**src/rtl/bt_pkg.sv**
```systemverilog
// ---------------------------------------------------------------------------
// bt_pkg
// Shared types and constants for the Bluetooth UART receive path.
//   rxState_t        : receiver FSM state encoding (2 bits)
//   BT_ASCII_*       : bytes of the AT acknowledgement string "OK\r\n"
// ---------------------------------------------------------------------------
package bt_pkg;

   typedef enum logic [1:0] {
      IDLE  = 2'd0,
      START = 2'd1,
      DATA  = 2'd2,
      STOP  = 2'd3
   } rxState_t;

   localparam logic [7:0] BT_ASCII_O  = 8'h4F;
   localparam logic [7:0] BT_ASCII_K  = 8'h4B;
   localparam logic [7:0] BT_ASCII_CR = 8'h0D;
   localparam logic [7:0] BT_ASCII_LF = 8'h0A;

endpackage

```
**src/rtl/bt_ok_matcher.sv**
```systemverilog
// ---------------------------------------------------------------------------
// bt_ok_matcher
// Tracks received bytes against the sequence 'O','K',CR,LF and pulses
// ok_pulse for one cycle, the cycle after the LF byte is accepted.
// Ports:
//   clk, rst_n   : clock, synchronous active-low reset
//   clr          : clears match progress (receiver disabled / framing error)
//   byte_in      : received byte, qualified by byte_vld
//   byte_vld     : one-cycle strobe, byte_in is new
//   ok_pulse     : one-cycle strobe, "OK\r\n" completed
// ---------------------------------------------------------------------------
module bt_ok_matcher
   import bt_pkg::*;
(
   input  logic       clk,
   input  logic       rst_n,
   input  logic       clr,
   input  logic [7:0] byte_in,
   input  logic       byte_vld,
   output logic       ok_pulse
);

   logic [1:0] progress;
   logic [7:0] expByte;

   // Byte expected at the current position in the sequence.
   always_comb begin
      expByte = BT_ASCII_O;
      case (progress)
         2'd0:    expByte = BT_ASCII_O;
         2'd1:    expByte = BT_ASCII_K;
         2'd2:    expByte = BT_ASCII_CR;
         default: expByte = BT_ASCII_LF;
      endcase
   end

   // Progress tracking; an 'O' on mismatch restarts the sequence at 1.
   always_ff @(posedge clk) begin
      if (!rst_n) begin
         progress <= 2'd0;
         ok_pulse <= 1'b0;
      end else begin
         ok_pulse <= 1'b0;
         if (clr) begin
            progress <= 2'd0;
         end else if (byte_vld) begin
            if (byte_in == expByte) begin
               if (progress == 2'd3) begin
                  progress <= 2'd0;
                  ok_pulse <= 1'b1;
               end else begin
                  progress <= progress + 2'd1;
               end
            end else if (byte_in == BT_ASCII_O) begin
               progress <= 2'd1;
            end else begin
               progress <= 2'd0;
            end
         end
      end
   end

endmodule

```
**src/rtl/bt_uart_rx.sv**
```systemverilog
// ---------------------------------------------------------------------------
// bt_uart_rx
// UART 8N1 receiver for the Bluetooth module's TX line. Delivers each byte
// with a one-cycle rx_valid strobe and flags bad stop bits with frame_err.
// Optional "OK\r\n" detection is built when BT_UART_RX_OK_MATCH_EN is
// defined; otherwise ok_pulse is tied low.
// Parameters:
//   CLKS_PER_BIT : clk cycles per UART bit (>= 4)
//   CNT_W        : bit-timing counter width, 2**CNT_W > CLKS_PER_BIT
// Ports:
//   clk, rst_n   : clock, synchronous active-low reset
//   init_flag    : receiver enable from the initializer
//   rxd          : asynchronous serial input, idles high
//   rx_data      : last correctly received byte
//   rx_valid     : one-cycle strobe, rx_data just updated
//   frame_err    : one-cycle strobe, stop bit sampled low
//   busy         : high whenever the FSM is not in IDLE
//   ok_pulse     : one-cycle strobe, "OK\r\n" completed (optional)
// ---------------------------------------------------------------------------
module bt_uart_rx
   import bt_pkg::*;
#(
   parameter int unsigned CLKS_PER_BIT = 5208,
   parameter int unsigned CNT_W        = 13
)
(
   input  logic       clk,
   input  logic       rst_n,
   input  logic       init_flag,
   input  logic       rxd,
   output logic [7:0] rx_data,
   output logic       rx_valid,
   output logic       frame_err,
   output logic       busy,
   output logic       ok_pulse
);

   localparam int unsigned HALF_BIT = CLKS_PER_BIT / 2;
   localparam logic [CNT_W-1:0] HALF_LAST = CNT_W'(HALF_BIT - 1);
   localparam logic [CNT_W-1:0] BIT_LAST  = CNT_W'(CLKS_PER_BIT - 1);

   logic             rxMeta;
   logic             rxs;
   rxState_t         state;
   logic [CNT_W-1:0] cnt;
   logic [2:0]       bitIdx;
   logic [7:0]       shiftReg;

   // Two-flop synchronizer; resets to the idle (high) line level.
   always_ff @(posedge clk) begin
      if (!rst_n) begin
         rxMeta <= 1'b1;
         rxs    <= 1'b1;
      end else begin
         rxMeta <= rxd;
         rxs    <= rxMeta;
      end
   end

   // Receiver FSM. Start bit is checked at its middle, after which every
   // sample lands a full bit later, i.e. mid-bit. The FSM leaves STOP at
   // the middle of the stop bit so a following start edge is never missed.
   always_ff @(posedge clk) begin
      if (!rst_n) begin
         state     <= IDLE;
         cnt       <= '0;
         bitIdx    <= 3'd0;
         shiftReg  <= 8'h00;
         rx_data   <= 8'h00;
         rx_valid  <= 1'b0;
         frame_err <= 1'b0;
         busy      <= 1'b0;
      end else begin
         rx_valid  <= 1'b0;
         frame_err <= 1'b0;
         if (!init_flag) begin
            state  <= IDLE;
            cnt    <= '0;
            bitIdx <= 3'd0;
            busy   <= 1'b0;
         end else begin
            case (state)
               IDLE: begin
                  if (!rxs) begin
                     state <= START;
                     cnt   <= '0;
                     busy  <= 1'b1;
                  end
               end
               START: begin
                  if (cnt == HALF_LAST) begin
                     cnt <= '0;
                     if (!rxs) begin
                        state  <= DATA;
                        bitIdx <= 3'd0;
                     end else begin
                        // Low pulse shorter than half a bit: ignore.
                        state <= IDLE;
                        busy  <= 1'b0;
                     end
                  end else begin
                     cnt <= cnt + CNT_W'(1);
                  end
               end
               DATA: begin
                  if (cnt == BIT_LAST) begin
                     cnt      <= '0;
                     shiftReg <= {rxs, shiftReg[7:1]};
                     if (bitIdx == 3'd7) begin
                        state <= STOP;
                     end else begin
                        bitIdx <= bitIdx + 3'd1;
                     end
                  end else begin
                     cnt <= cnt + CNT_W'(1);
                  end
               end
               STOP: begin
                  if (cnt == BIT_LAST) begin
                     cnt   <= '0;
                     state <= IDLE;
                     busy  <= 1'b0;
                     if (rxs) begin
                        rx_data  <= shiftReg;
                        rx_valid <= 1'b1;
                     end else begin
                        frame_err <= 1'b1;
                     end
                  end else begin
                     cnt <= cnt + CNT_W'(1);
                  end
               end
               default: begin
                  state <= IDLE;
                  cnt   <= '0;
                  busy  <= 1'b0;
               end
            endcase
         end
      end
   end

`ifdef BT_UART_RX_OK_MATCH_EN
   // Acknowledgement detector fed by the registered byte strobe.
   bt_ok_matcher u_okMatcher (
      .clk      (clk),
      .rst_n    (rst_n),
      .clr      (!init_flag || frame_err),
      .byte_in  (rx_data),
      .byte_vld (rx_valid),
      .ok_pulse (ok_pulse)
   );
`else
   assign ok_pulse = 1'b0;
`endif

endmodule
```
**config.mk**
```make
export PLATFORM = sky130hd
export DESIGN_NAME = bt_uart_rx
export DESIGN_NICKNAME = d
export VERILOG_FILES = /design/src/rtl/bt_pkg.sv /design/src/rtl/bt_ok_matcher.sv /design/src/rtl/bt_uart_rx.sv
export SDC_FILE = /design/constraint.sdc
export NUM_CORES = 1
export LEC_CHECK = 0
export ABC_AREA = 1
export CAP_MARGIN = 40
export CELL_PAD_IN_SITES_DETAIL_PLACEMENT = 0
export CELL_PAD_IN_SITES_GLOBAL_PLACEMENT = 1
export CORE_ASPECT_RATIO = 1.5
export CORE_UTILIZATION = 36
export CTS_CLUSTER_SIZE = 20
export DETAILED_ROUTE_END_ITERATION = 10
export GPL_ROUTABILITY_DRIVEN = 0
export GPL_TIMING_DRIVEN = 0
export PLACE_DENSITY_LB_ADDON = 0.1
export SYNTH_ARGS = -nofsm -noshare
export SYNTH_HDL_FRONTEND = slang
export SYNTH_SLANG_ARGS = --single-unit
```
**constraint.sdc**
```tcl
create_clock -name clk -period 1.6 [get_ports clk]
set_input_delay 0.32 -clock clk [delete_from_list [all_inputs] [get_ports clk]]
set_output_delay 0.32 -clock clk [all_outputs]
set_load 0.05 [all_outputs]
```
==> results of run 1 <==
[power by group]
| group | leakage, nW | switching, mW | internal, mW |
|---|---|---|---|
| Sequential | 0.316 | 0.00453 | 0.972 |
| Clock | 0.0505 | 0.354 | 0.392 |
| Combinational | 0.779 | 0.0498 | 0.0211 |
| Total | 1.15 | 0.408 | 1.39 |
[worst paths after layout]
| check | start | endpoint | slack (ps) |
|---|---|---|---|
| max | cnt[1] | cnt[6] | 90 |
| max reg2reg | cnt[1] | cnt[6] | 90 |
| min | rst_n | shiftReg[3] | 340 |
| min reg2reg | rxMeta | rxs | 420 |
[repair_timing]
item                       in CTS  in global routing
hold endpoints to repair        0                  0
resized for setup              22                 14
setup endpoints to repair      47                 26
pin swaps                       3                  2
buffers inserted                5                  1
[routing by layer]
metal / global-route usage (%) / vias up / part of all wire, % / routed length (µm)
met5: 0 / - / 0 / 0
met4: 6.98 / 0 / 1.8 / 79
met3: 3.11 / 7 / 1.9 / 84
met2: 34.2 / 18 / 56 / 2460
met1: 17.1 / 809 / 41 / 1790
li1: - / 966 / - / -
[cell usage after synthesis (2+ instances only)]
library cell and count:
nor3_1 3, or2_2 2, nand2_2 2, inv_1 37, nor2_2 5, nand4_1 2
o21ai_0 18, a21oi_1 10, nor2_1 52, nand2_1 87, nand3_4 2, buf_2 4
xor2_1 2, dfxtp_1 39, ha_1 3, nand3_1 13, buf_6 2, inv_2 5
[final cells by class]
type,instances,area (µm²)
flip-flops and latches,39,787
fillers,564,2780
clock buffers,7,96.3
repair buffers,19,169
well taps,68,85.1
inverters,43,163
plain buffers,8,63.8
multi-input cells,209,1010
clock inverters,1,7.51
[worst max-delay path, delay by kind of cell, from the launching register on]
family / cells / cell delay [ps]
buffers and inverters: 2 / 180
adder cells (fa/ha/maj): 1 / 170
AO/OA/AOI/OAI: 2 / 150
flip-flops: 1 / 370
AND/OR/NAND/NOR: 6 / 540
[layout by cell type (no fill, tap or decap), drive strengths merged, types with 3 or more instances in the layout]
master / count
buf: 12
nand2: 89
nor2: 58
ha: 3
o21ai: 19
inv: 42
nor3: 3
a21oi: 10
dlygate4sd2: 11
nand3: 15
dfxtp: 39
clkbuf: 9
[registers in the layout (all words and copies together), names as in the netlist, 3 cells and up, named ones only]
register and flops:
bitIdx 3, cnt 13, rx_data 8, shiftReg 8
[through the flow]
step           hold slack, ps  instances
4_1_cts                   331        393
2_1_floorplan             392        299
3_3_place_gp              408        380
5_1_grt                   341        394
6_report                  340        394
3_5_place_dp              401        380
[cells by family (layout without fill, tap and decap cells)]
group	Yosys count	count (layout)
buffers and inverters	51	78
AND/OR/NAND/NOR	171	171
AO/OA/AOI/OAI	31	31
adder cells (fa/ha/maj)	3	3
flip-flops	39	39
XOR/XNOR	3	3
other	1	1
==> metrics.cfg, run 1 <==
[cts]
ctsHoldBuffers = 0
cts.sinks = 39
cts_buffer_depth = 2
insertion_delay_ps = 290
root_buffer = clkbuf_8
cts_inserted_buffers = 5
cts_max_level = 2
cts_tree = built
clkSlewWorstSetupHoldPaths_ps = 80

[routing]
routed_wl_um = 4420
via_per_inst = 4.57
ant_nets = 0
post_drt_wl_per_cell_um = 11.2
vias = 1800
drc = 0
drtPass1Iterations = 4
drt_iter0_drc = 46

[sta]
period_needed_ps = 1510
rsz0062_at_grt = yes
setup_tns_ps = 0
finalClockSkew_ps = 6.37
fmax_mhz = 663
setup_viol = 0
final_hold_viol_count = 0
slew_viol_final = 0
min_period_over_period_pct = 94.2
layout_setup_ws_ps = 92.6

[global_route]
grt_pass1_wl_um = 7800
grt_pass1_vias = 1758
grt_max_degree = 13
grt_usage_pct = 17.2
antenna_found_initial = 0
grt-ovfl-total = 0

[power]
p_total_mw = 1.79
power.density_nw_per_um2 = 753
vdd_ir_drop_max_uv = 516
leakage_nw = 1.15

[yosys]
synth_top_flop_cell = dfxtp_1
syn_avg_cell_area_um2 = 6.54
synth_top_family_by_area = simple AND/OR/NAND/NOR gates
synthSimpleGateAreaFrac_pct = 37.4
ys_seq_area_share_pct = 39.9
yosys_warnings = 0
synth_compound_area_share_pct = 8.13
synth-edff-count = 0
synthAdderAreaFrac_pct = 1.92
synthCells = 299
ys_seq_elements = 39
synthXorXnorAreaFrac_pct = 1.34
synth_area_um2 = 1950
synth_mux_area_share_pct = 0
synth.top_cell.area_share_pct = 39.9
yosysTopAreaCell = dfxtp_1
async_flop_share_pct = 0
syn_nets = 306
synth_cell_types = 29
synth.area.top_cells = dfxtp_1, nand2_1, nor2_1, inv_1, o21ai_0

[finish]
syn2layout_area_growth_pct = 21.8
antennaDiodeCount = 0
drive_gt1_share_pct = 15.6
fin_nets = 332
final_core_util_pct = 46.1
final_cell_area_um2 = 2380

[worst_hold_path]
min_path_cells = 3
min_path_type = in2reg

[floorplanning]
core_area_um2 = 5160
die-height_um = 92.2
die_w_um = 62.2
initial_core_util_pct = 37.8
placementRows = 32
ioPinCount = 16
dieArea_um2 = 5730

[place]
placed_cell_area_um2 = 2170
hpwl_um = 3220
post-place-ws_ps = -544
io_buffers = 13

[critical_path]
cp_data_arrival_time_ps = 1710
crit_type = reg2reg
cp-start-kind = flip-flop
cpMostUsedCell = nand2_1
required_ps = 1800
slowest_stage = dfxtp_2
cp-end-kind = flip-flop
rr_worst_depth = 11
critPathMaxStageDelay_ps = 370
worstPathCellList = ha_4 -> nand2_4 -> nor2_4 -> nand3_4 -> nand2_1 -> nand2_2 -> buf_6 -> o21ai_0 -> o21ai_1 -> nand2_1 -> inv_1
crit_fanout = 10

[status]
outcome = completed

[job]
maxCapViolCount = 0

Note: power is estimated with default switching activity, not from simulation.
==> inputs of run 2 (changes only) <==
--- a/config.mk
+++ b/config.mk
@@ -11,7 +11,7 @@
 export CELL_PAD_IN_SITES_GLOBAL_PLACEMENT = 1
 export CORE_ASPECT_RATIO = 1.5
 export CORE_UTILIZATION = 36
-export CTS_CLUSTER_SIZE = 20
+export CTS_CLUSTER_SIZE = 8
 export DETAILED_ROUTE_END_ITERATION = 10
 export GPL_ROUTABILITY_DRIVEN = 0
 export GPL_TIMING_DRIVEN = 0
==> results of run 2 <==
Final layout, timing and power as in run 1 (identical DEF).
